## config.mk

```make
export PLATFORM = sky130hd
export DESIGN_NAME = tdoa_event_reader
export DESIGN_NICKNAME = d
export VERILOG_FILES = /design/src/rtl/tdoa_event_reader.sv
export SDC_FILE = /design/constraint.sdc
export NUM_CORES = 2
export LEC_CHECK = 0
export ABC_AREA = 1
export CAP_MARGIN = 40
export CORE_UTILIZATION = 51
export CTS_CLUSTER_SIZE = 40
export DETAILED_ROUTE_END_ITERATION = 8
export DONT_BUFFER_PORTS = 1
export GPL_TIMING_DRIVEN = 0
export PLACE_DENSITY = 0.66
export SETUP_SLACK_MARGIN = 0.15
export SYNTH_ARGS = -nofsm -noshare
export SYNTH_HDL_FRONTEND = slang
export SYNTH_SLANG_ARGS = --single-unit
export TNS_END_PERCENT = 1
```

## constraint.sdc

```tcl
create_clock -name pcm_clk -period 61.9 [get_ports pcm_clk]
set_clock_uncertainty 0.15 [all_clocks]
set_input_delay 18.57 -clock pcm_clk [delete_from_list [all_inputs] [get_ports pcm_clk]]
set_output_delay 18.57 -clock pcm_clk [all_outputs]
set_load 0.01 [all_outputs]
```

## src/rtl/tdoa_event_reader.sv

```systemverilog
// tdoa_event_reader: captures completed TDoA trigger-time events into a FIFO and re-arms the TDoA block.
// An Avalon-MM slave in the pcm_clk domain exposes the events, time differences, status and interrupt.
module tdoa_event_reader #(
   parameter int DEPTH          = 8,
   parameter int RESET_CYCLES   = 4,
   parameter int TIMEOUT_CYCLES = 0
) (
   input  logic        pcm_clk,
   input  logic        reset,
   input  logic [31:0] trigger_time_1,
   input  logic [31:0] trigger_time_2,
   input  logic [31:0] trigger_time_3,
   output logic        tdoa_reset,
   input  logic [2:0]  address,
   input  logic        read,
   input  logic        write,
   input  logic [31:0] writedata,
   output logic [31:0] readdata,
   output logic        irq
);
   localparam int AW = $clog2(DEPTH);
   localparam int CW = AW + 1;
   localparam int RW = $clog2(RESET_CYCLES + 1);
   localparam int TW = $clog2(TIMEOUT_CYCLES + 2);
   typedef enum logic [1:0] {REARM, WAITCLR, ARMED, PUSH} state_t;
   typedef struct packed {
      logic [31:0] t1;
      logic [31:0] t2;
      logic [31:0] t3;
      logic [7:0]  seq;
   } entry_t;
   state_t        state_q, state_d;
   logic [RW-1:0] rcnt_q, rcnt_d;
   logic [TW-1:0] idle_q, idle_d;
   entry_t        cap_q, cap_d, head;
   entry_t        mem_q [DEPTH];
   entry_t        mem_d [DEPTH];
   logic [AW-1:0] wp_q, wp_d, rp_q, rp_d;
   logic [CW-1:0] cnt_q, cnt_d;
   logic [7:0]    seq_q, seq_d, wdog_q, wdog_d;
   logic          ovf_q, ovf_d, irq_en_q, irq_en_d;
   logic [31:0]   rdata_q, rdata_d;
   logic          any, ctrl_wr, force_rearm, pop, push, unused_wd;
   always_comb begin
      any         = |{trigger_time_1, trigger_time_2, trigger_time_3};
      ctrl_wr     = write && address == 3'd6;
      force_rearm = ctrl_wr && writedata[2] && state_q != PUSH;
      pop         = write && address == 3'd7 && cnt_q != '0;
      // a pop in the same cycle frees the slot the push needs
      push        = state_q == PUSH && (cnt_q != CW'(DEPTH) || pop);
      head        = mem_q[rp_q];
      unused_wd   = ^writedata[31:3];
      state_d     = state_q;
      rcnt_d      = rcnt_q;
      idle_d      = idle_q;
      cap_d       = cap_q;
      seq_d       = seq_q;
      mem_d       = mem_q;
      wp_d        = wp_q;
      rp_d        = pop ? rp_q + AW'(1) : rp_q;
      cnt_d       = cnt_q + CW'(push) - CW'(pop);
      ovf_d       = ovf_q && !(ctrl_wr && writedata[1]);
      wdog_d      = (ctrl_wr && writedata[1]) ? '0 : wdog_q;
      irq_en_d    = ctrl_wr ? writedata[0] : irq_en_q;
      if (force_rearm) begin
         state_d = REARM;
         rcnt_d  = '0;
      end else begin
         case (state_q)
            REARM: begin
               rcnt_d  = rcnt_q == RW'(RESET_CYCLES - 1) ? '0 : rcnt_q + RW'(1);
               state_d = rcnt_q == RW'(RESET_CYCLES - 1) ? WAITCLR : REARM;
            end
            WAITCLR: state_d = any ? WAITCLR : ARMED;
            ARMED:
               if (any) begin
                  cap_d   = {trigger_time_1, trigger_time_2, trigger_time_3, seq_q};
                  seq_d   = seq_q + 8'd1;
                  state_d = PUSH;
               end else if (TIMEOUT_CYCLES != 0 && idle_q == TW'(TIMEOUT_CYCLES - 1)) begin
                  state_d = REARM;
                  wdog_d  = wdog_q + {7'd0, wdog_q != 8'hFF};
               end else begin
                  idle_d = idle_q + TW'(1);
               end
            default: begin
               state_d = REARM;
               if (push) begin
                  mem_d[wp_q] = cap_q;
                  wp_d        = wp_q + AW'(1);
               end else begin
                  ovf_d = 1'b1;
               end
            end
         endcase
      end
      if (state_d != ARMED) idle_d = '0;
      rdata_d = '0;
      if (read) begin
         case (address)
            3'd0:    rdata_d = {wdog_q, head.seq, 1'b0, 7'(cnt_q), 5'd0, state_q == ARMED, ovf_q, cnt_q != '0};
            3'd1:    rdata_d = head.t1;
            3'd2:    rdata_d = head.t2;
            3'd3:    rdata_d = head.t3;
            3'd4:    rdata_d = head.t2 - head.t1;
            3'd5:    rdata_d = head.t3 - head.t1;
            3'd6:    rdata_d = {31'd0, irq_en_q};
            default: rdata_d = '0;
         endcase
      end
   end
   always_ff @(posedge pcm_clk or posedge reset) begin
      if (reset) begin
         state_q  <= REARM;
         rcnt_q   <= '0;
         idle_q   <= '0;
         cap_q    <= '0;
         seq_q    <= '0;
         mem_q    <= '{default: '0};
         wp_q     <= '0;
         rp_q     <= '0;
         cnt_q    <= '0;
         ovf_q    <= 1'b0;
         wdog_q   <= '0;
         irq_en_q <= 1'b0;
         rdata_q  <= '0;
      end else begin
         state_q  <= state_d;
         rcnt_q   <= rcnt_d;
         idle_q   <= idle_d;
         cap_q    <= cap_d;
         seq_q    <= seq_d;
         mem_q    <= mem_d;
         wp_q     <= wp_d;
         rp_q     <= rp_d;
         cnt_q    <= cnt_d;
         ovf_q    <= ovf_d;
         wdog_q   <= wdog_d;
         irq_en_q <= irq_en_d;
         rdata_q  <= rdata_d;
      end
   end
   assign tdoa_reset = state_q == REARM;
   assign readdata   = rdata_q;
   assign irq        = irq_en_q && (cnt_q != '0 || ovf_q);
endmodule

```

Yosys cells after proc, flatten, opt, wreduce, memory -nomap -nowiden
Cells that the tools add are included.
Word-level totals
  output and inout port bits: 34
  word-level logic and storage cells: 114
  bits in registers: 993
Operators by class
  equality and inequality tests: 14
  reductions and logical operators: 21
  mux-type cells: 19
  bitwise operators: 4
  order comparisons: 3
  add/sub/neg operators: 8
Operator list (count)
  832-bit bitwise mux: 1
  104-bit binary-select mux with 3-bit select: 1
  104-bit demux with 3-bit select: 1
  104-bit 2-to-1 mux: 3
  32-bit one-hot mux with 7 select lines: 1
  96-bit OR reduction: 1
  32-bit subtractor: 2
  32-bit 2-to-1 mux: 1
  3-bit == test, second input constant: 4
  1-bit logical AND: 10
  3-bit by 1-bit adder with 3-bit output, second input constant: 3
  3-bit by 2-bit == test with 1-bit output, second input constant: 3
  3-bit 2-to-1 mux: 3
  8-bit by 1-bit adder with 8-bit output, second input constant: 1
  4-bit >= comparator, second input constant: 2
  3-bit inverter with 4-bit output: 2
  2-bit 2-to-1 mux: 3
  2-bit one-hot mux with 3 select lines: 1
  3-bit AND reduction: 2
  4-bit by 1-bit adder with 4-bit output: 1
  2-bit == test, second input constant: 2
  4-bit by 1-bit less-than comparator with 1-bit output, second input constant: 1
  1-bit 2-to-1 mux: 4
  4-bit inequality test, second input constant: 1
  13 further kinds: 15

Longest topological paths before layout
  depth in word-level cells: 8
  gate-level depth with buffers: 30

Worst setup path after synthesis
No wires, ideal clock.
  path kind: input to register
  start point: in address[0]
  end point: reg rdata_q[27] (netlist: readdata[27])
  arrival time: 21317 ps
  cell stages on the path: 20
  path slack: 40296 ps
  path through: buf_2 -> nand3_2 -> inv_2 -> buf_2 -> buf_1 -> buf_1 -> a31oi_1 -> ha_1 -> nand2_1 -> nor4_1 -> o21a_1 -> nand3_1 -> nand2_1 -> nand2_1 -> nand2_1 -> nand2_1 -> nand3_1 -> nand2_1 -> nand3_1 -> a21oi_1
On the way
  word-level cells in the longest chain between the ends: 3
RTL lines
  start, declared: line 14  | input logic [2:0] address,
  3-bit == test (tied with other cells): line 100  | case (address)
  32-bit one-hot mux with 7 select lines *: line 100
  32-bit 2-to-1 mux *: line 99  | if (read) begin
  via rdata_d[27]: line 42  | logic [31:0] rdata_q, rdata_d;
  end signal, assigned: line 140  | rdata_q <= rdata_d;
  end, declared: line 42
Mark *: on every way through the listed nets, which the timed path passes. The rest lies on a longest branch.
A chain may end at the register's enable or synchronous reset.

Final worst setup path
  start point: in address[2]
  end point: reg rdata_q[19] (netlist: readdata[19])
Same word-level chain as after synthesis.

==> out/qor.json <==
{
  "route.vias.total": {"value": 45000},
  "intPower": {"value": 0.00143, "unit": "W"},
  "finalSetupTns": {"value": 0, "unit": "ps"},
  "routed-wl-met2": {"value": 84.9, "unit": "mm"},
  "postCtsResizedCells": {"value": 0},
  "dominantRegCellSynth": {"value": "dfrtp_1"},
  "global_route.overflow_total": {"value": 0},
  "synth_top_family_by_area": {"value": "simple AND/OR/NAND/NOR gates"},
  "min_delay_worst_endpoint": {"value": "mem_q[582]"},
  "worst-slew-pin-transition": {"value": 1060, "unit": "ps"},
  "r2r-start": {"value": "rp_q[1]"},
  "synth_compound_gate_area_share": {"value": 18.8, "unit": "%"},
  "yosysSeqAreaShare": {"value": 53.5, "unit": "%"},
  "grt_first_pass_wirelength": {"value": 303, "unit": "mm"},
  "fin_cells": {"value": 7149},
  "hold_slack": {"value": 330, "unit": "ps"},
  "power.sequential.fraction": {"value": 26.2, "unit": "%"},
  "timing.fmax": {"value": 43.3, "unit": "MHz"},
  "cts_hold_buffers": {"value": 0},
  "worst_path_largest_cell_delay": {"value": 550, "unit": "ps"},
  "max_cap_violations": {"value": 0},
  "grt_start_max_net_pins": {"value": 120},
  "tritoncts.num_buffers": {"value": 107},
  "die_height": {"value": 304, "unit": "µm"},
  "grt_antenna_before_repair": {"value": 11},
  "syn-cell-area": {"value": 46400, "unit": "µm²"},
  "critical_path_depth": {"value": 19},
  "avgRoutedWirePerCell": {"value": 29.7, "unit": "µm"},
  "clockPowerShare": {"value": 25.2, "unit": "%"},
  "post_synth_xor_area_fraction": {"value": 0.302, "unit": "%"},
  "crit_fanout": {"value": 10},
  "met3_length": {"value": 27.6, "unit": "mm"},
  "synth-adder-area-share": {"value": 1.19, "unit": "%"},
  "core": {"value": 90100, "unit": "µm²"},
  "r2r.worst_path.cells": {"value": 26},
  "reg_to_reg_endpoint": {"value": "readdata[18]"},
  "synthCells": {"value": 5689},
  "gp_routability_congestion": {"value": 1.06},
  "post_synth_and_or_nand_nor_area_fraction": {"value": 19.4, "unit": "%"},
  "detail_route.wirelength": {"value": 213, "unit": "mm"},
  "synth-async-reset-ratio": {"value": 100, "unit": "%"},
  "timing.critical_path.max_delay_family": {"value": "buffers and inverters"},
  "drc_errors": {"value": 0},
  "cts_htree_levels": {"value": 3},
  "min_path_cells": {"value": 2},
  "clock_insertion_delay_worst_skew": {"value": 730, "unit": "ps"},
  "synth.avg_cell_area": {"value": 8.16, "unit": "µm²"},
  "clkTransAtPathRegs": {"value": 60, "unit": "ps"},
  "synth_seq_cells": {"value": 993},
  "synth_top_area_share": {"value": 53.5, "unit": "%"},
  "cpMaxStageDelayCell": {"value": "a21oi_1"},
  "critPathLaunchType": {"value": "input port"},
  "ys_types": {"value": 53},
  "design.portCount": {"value": 169},
  "cts_root_buffer": {"value": "clkbuf_16"},
  "slew_violations": {"value": 0},
  "final_period_minus_worst_setup_slack": {"value": 23090, "unit": "ps"},
  "routedLengthMet1": {"value": 80.8, "unit": "mm"},
  "tritoncts_clock_tree": {"value": "yes"},
  "route.antenna.remaining_nets": {"value": 0},
  "yosys-mux-area-fraction": {"value": 0, "unit": "%"},
  "share_comb_of_total_power": {"value": 48.6, "unit": "%"},
  "cts_sinks": {"value": 993},
  "holdCritPathClass": {"value": "flop to flop"},
  "cts.repair_timing.setup_buffer_count": {"value": 0},
  "detail_route.first_pass.iterations": {"value": 6},
  "fin_ws": {"value": 38810, "unit": "ps"},
  "finalSetupViolations": {"value": 0},
  "end_kind": {"value": "flop"},
  "synth_edf_count": {"value": 0},
  "startpoint_of_the_tightest_hold_check_path": {"value": "mem_q[582]"},
  "synth_area_leader_cell": {"value": "dfrtp_1"},
  "post-dp-hpwl": {"value": 156, "unit": "mm"},
  "die-area": {"value": 92300, "unit": "µm²"},
  "pre_cts_slack": {"value": 38440, "unit": "ps"},
  "number_of_vias_per_cell": {"value": 6.30},
  "ctsLongestPathBuffers": {"value": 3},
  "grt_pass1_vias": {"value": 42800},
  "start_util": {"value": 51.5, "unit": "%"},
  "synth_area_leaders": {"value": "dfrtp_1, o21ai_0, nand2_1"},
  "post_route_cells_drive_above_1_share": {"value": 7.83, "unit": "%"},
  "synthMostInstantiatedCell": {"value": "nand2_1"},
  "rows": {"value": 110},
  "worstPathBufferInverterCount": {"value": 5},
  "numPortBuffers": {"value": 0},
  "cp_common_cell": {"value": "nand2_1"},
  "path_class": {"value": "input port to flop"},
  "grt.total_usage": {"value": 45.9, "unit": "%"},
  "power-per-cell-area": {"value": 52.1, "unit": "nW/µm²"},
  "rrSetupSlack": {"value": 54980, "unit": "ps"},
  "period_share": {"value": 37.3, "unit": "%"},
  "cp_data_arrival_time": {"value": 23500, "unit": "ps"},
  "path_cells": {"value": "buf_2 -> nand3_2 -> inv_2 -> buf_2 -> buf_1 -> buf_1 -> a31oi_1 -> ha_1 -> nand2_1 -> nor4_1 -> o21a_1 -> nand3_1 -> nand2_1 -> nand2_1 -> nand2_1 -> nand2_1 -> nand4_1 -> nand3_1 -> a21oi_1"},
  "yosysWarnings": {"value": 0},
  "synth_top_cells_by_count": {"value": "nand2_1, o21ai_0, dfrtp_1, nor2_1, inv_1"},
  "drt_iter0_markers": {"value": 6784},
  "highest_routed_metal_layer": {"value": "met5"},
  "dieWidth": {"value": 304, "unit": "µm"},
  "rsz0062_at_grt": {"value": "no"},
  "crit_required": {"value": 62310, "unit": "ps"},
  "timing.max_slew.rel_slack": {"value": 29.3, "unit": "%"},
  "hold_viol": {"value": 0},
  "ir_drop": {"value": 0.0290, "unit": "mV"},
  "power.switching": {"value": 0.00131, "unit": "W"},
  "dpl.cell_count": {"value": 6938},
  "area_delta_synth_final": {"value": 13.5, "unit": "%"},
  "nNetsFinal": {"value": 6054},
  "power.share.switching": {"value": 47.7, "unit": "%"},
  "synthesis.nets": {"value": 5867},
  "run_status": {"value": "finished, final reports clean"},
  "total_leakage_power": {"value": 24.6, "unit": "nW"}
}
-- metal layers --
| layer | vias to the layer above | track usage (%) |
|---|---|---|
| li1 | 19200 | - |
| met1 | 22000 | 60.3 |
| met2 | 3087 | 63.7 |
| met3 | 738 | 14.2 |
| met4 | 6 | 34.1 |
| met5 | - | 1.76 |
-- worst register-to-register path: cells and delay by family, from the launching register on --
family | cells | cell delay (ps)
adder cells (fa/ha/maj) | 2 | 690
AND/OR/NAND/NOR | 12 | 1410
AO/OA/AOI/OAI | 6 | 1610
flip-flops | 1 | 410
buffers and inverters | 6 | 2460
-- logic make-up after synthesis --
| logic type | count (synthesis) |
|---|---|
| simple gates | 2238 |
| buf+inv | 759 |
| compound gates | 1640 |
| fa+ha+maj | 43 |
| xor+xnor | 16 |
| flops | 993 |
-- registers in the layout (all words and copies together), names as in the netlist, 3 cells and up --
signal,count
cap_q,104
mem_q,832
wp_q,3
readdata,32
rp_q,3
rcnt_q,3
seq_q,8
cnt_q,4
-- through the flow --
| step | utilization, % | power (W) | instance area, µm² |
|---|---|---|---|
| floorplan | - | 0.00142 | 46400 |
| global placement | 53.2 | 0.00194 | 47900 |
| detailed placement | 54.3 | 0.00198 | 48900 |
| CTS | 58.4 | 0.00267 | 52700 |
| global route | 58.5 | 0.00282 | 52700 |
| finish | 58.5 | 0.00274 | 52700 |
-- cells in the final DEF, fill, tap and decap left out, types with 9 or more instances in the layout --
cell type and instances:
buf_2 143, nor2_1 456, o22ai_1 96, a31oi_1 17
bufinv_16 15, buf_4 17, clkinv_2 21, nand2_1 1501
clkbuf_8 21, inv_1 356, dfrtp_1 993, buf_1 19
buf_8 18, nor4_1 20, o221ai_1 70, a21oi_1 84
nand3_1 183, xor2_1 14, clkbuf_1 228, buf_16 9
inv_2 12, clkbuf_16 107, nor3_1 10, o21ai_1 63
o21ai_0 1272, nand4_1 25, buf_6 48, ha_1 41
-- layout make-up --
class                      count  area (µm²)
fill                        8316       37400
sequential                   993       24800
multi-input combinational   3937       18500
clock buffer                 145        3030
buffer                       387        1740
tap                         1176        1470
inverter                     372        1410
timing repair buffer          78        1030
clock inverter                53         709
antenna                        8        20.0
-- power by group through the flow --
stage	combinational (W)	sequential [W]	clock, W
CTS	0.00126	0.000719	0.000689
global placement	0.00121	0.000732	0
floorplan	0.000696	0.000723	0
detailed placement	0.00125	0.000730	0
global route	0.00138	0.000723	0.000713
finish	0.00133	0.000719	0.000691
-- worst max-delay path by stage --
stage,from,to,slack [ps]
2_1_floorplan,reset,cap_q[0],15240
3_3_place_gp,reset,mem_q[183],3810
5_1_grt,address[2],readdata[19],38710
4_1_cts,address[2],readdata[19],39160
3_5_place_dp,address[2],readdata[19],38440
6_report,address[2],readdata[19],38810
No activity file was read; power rests on OpenSTA's default activity.
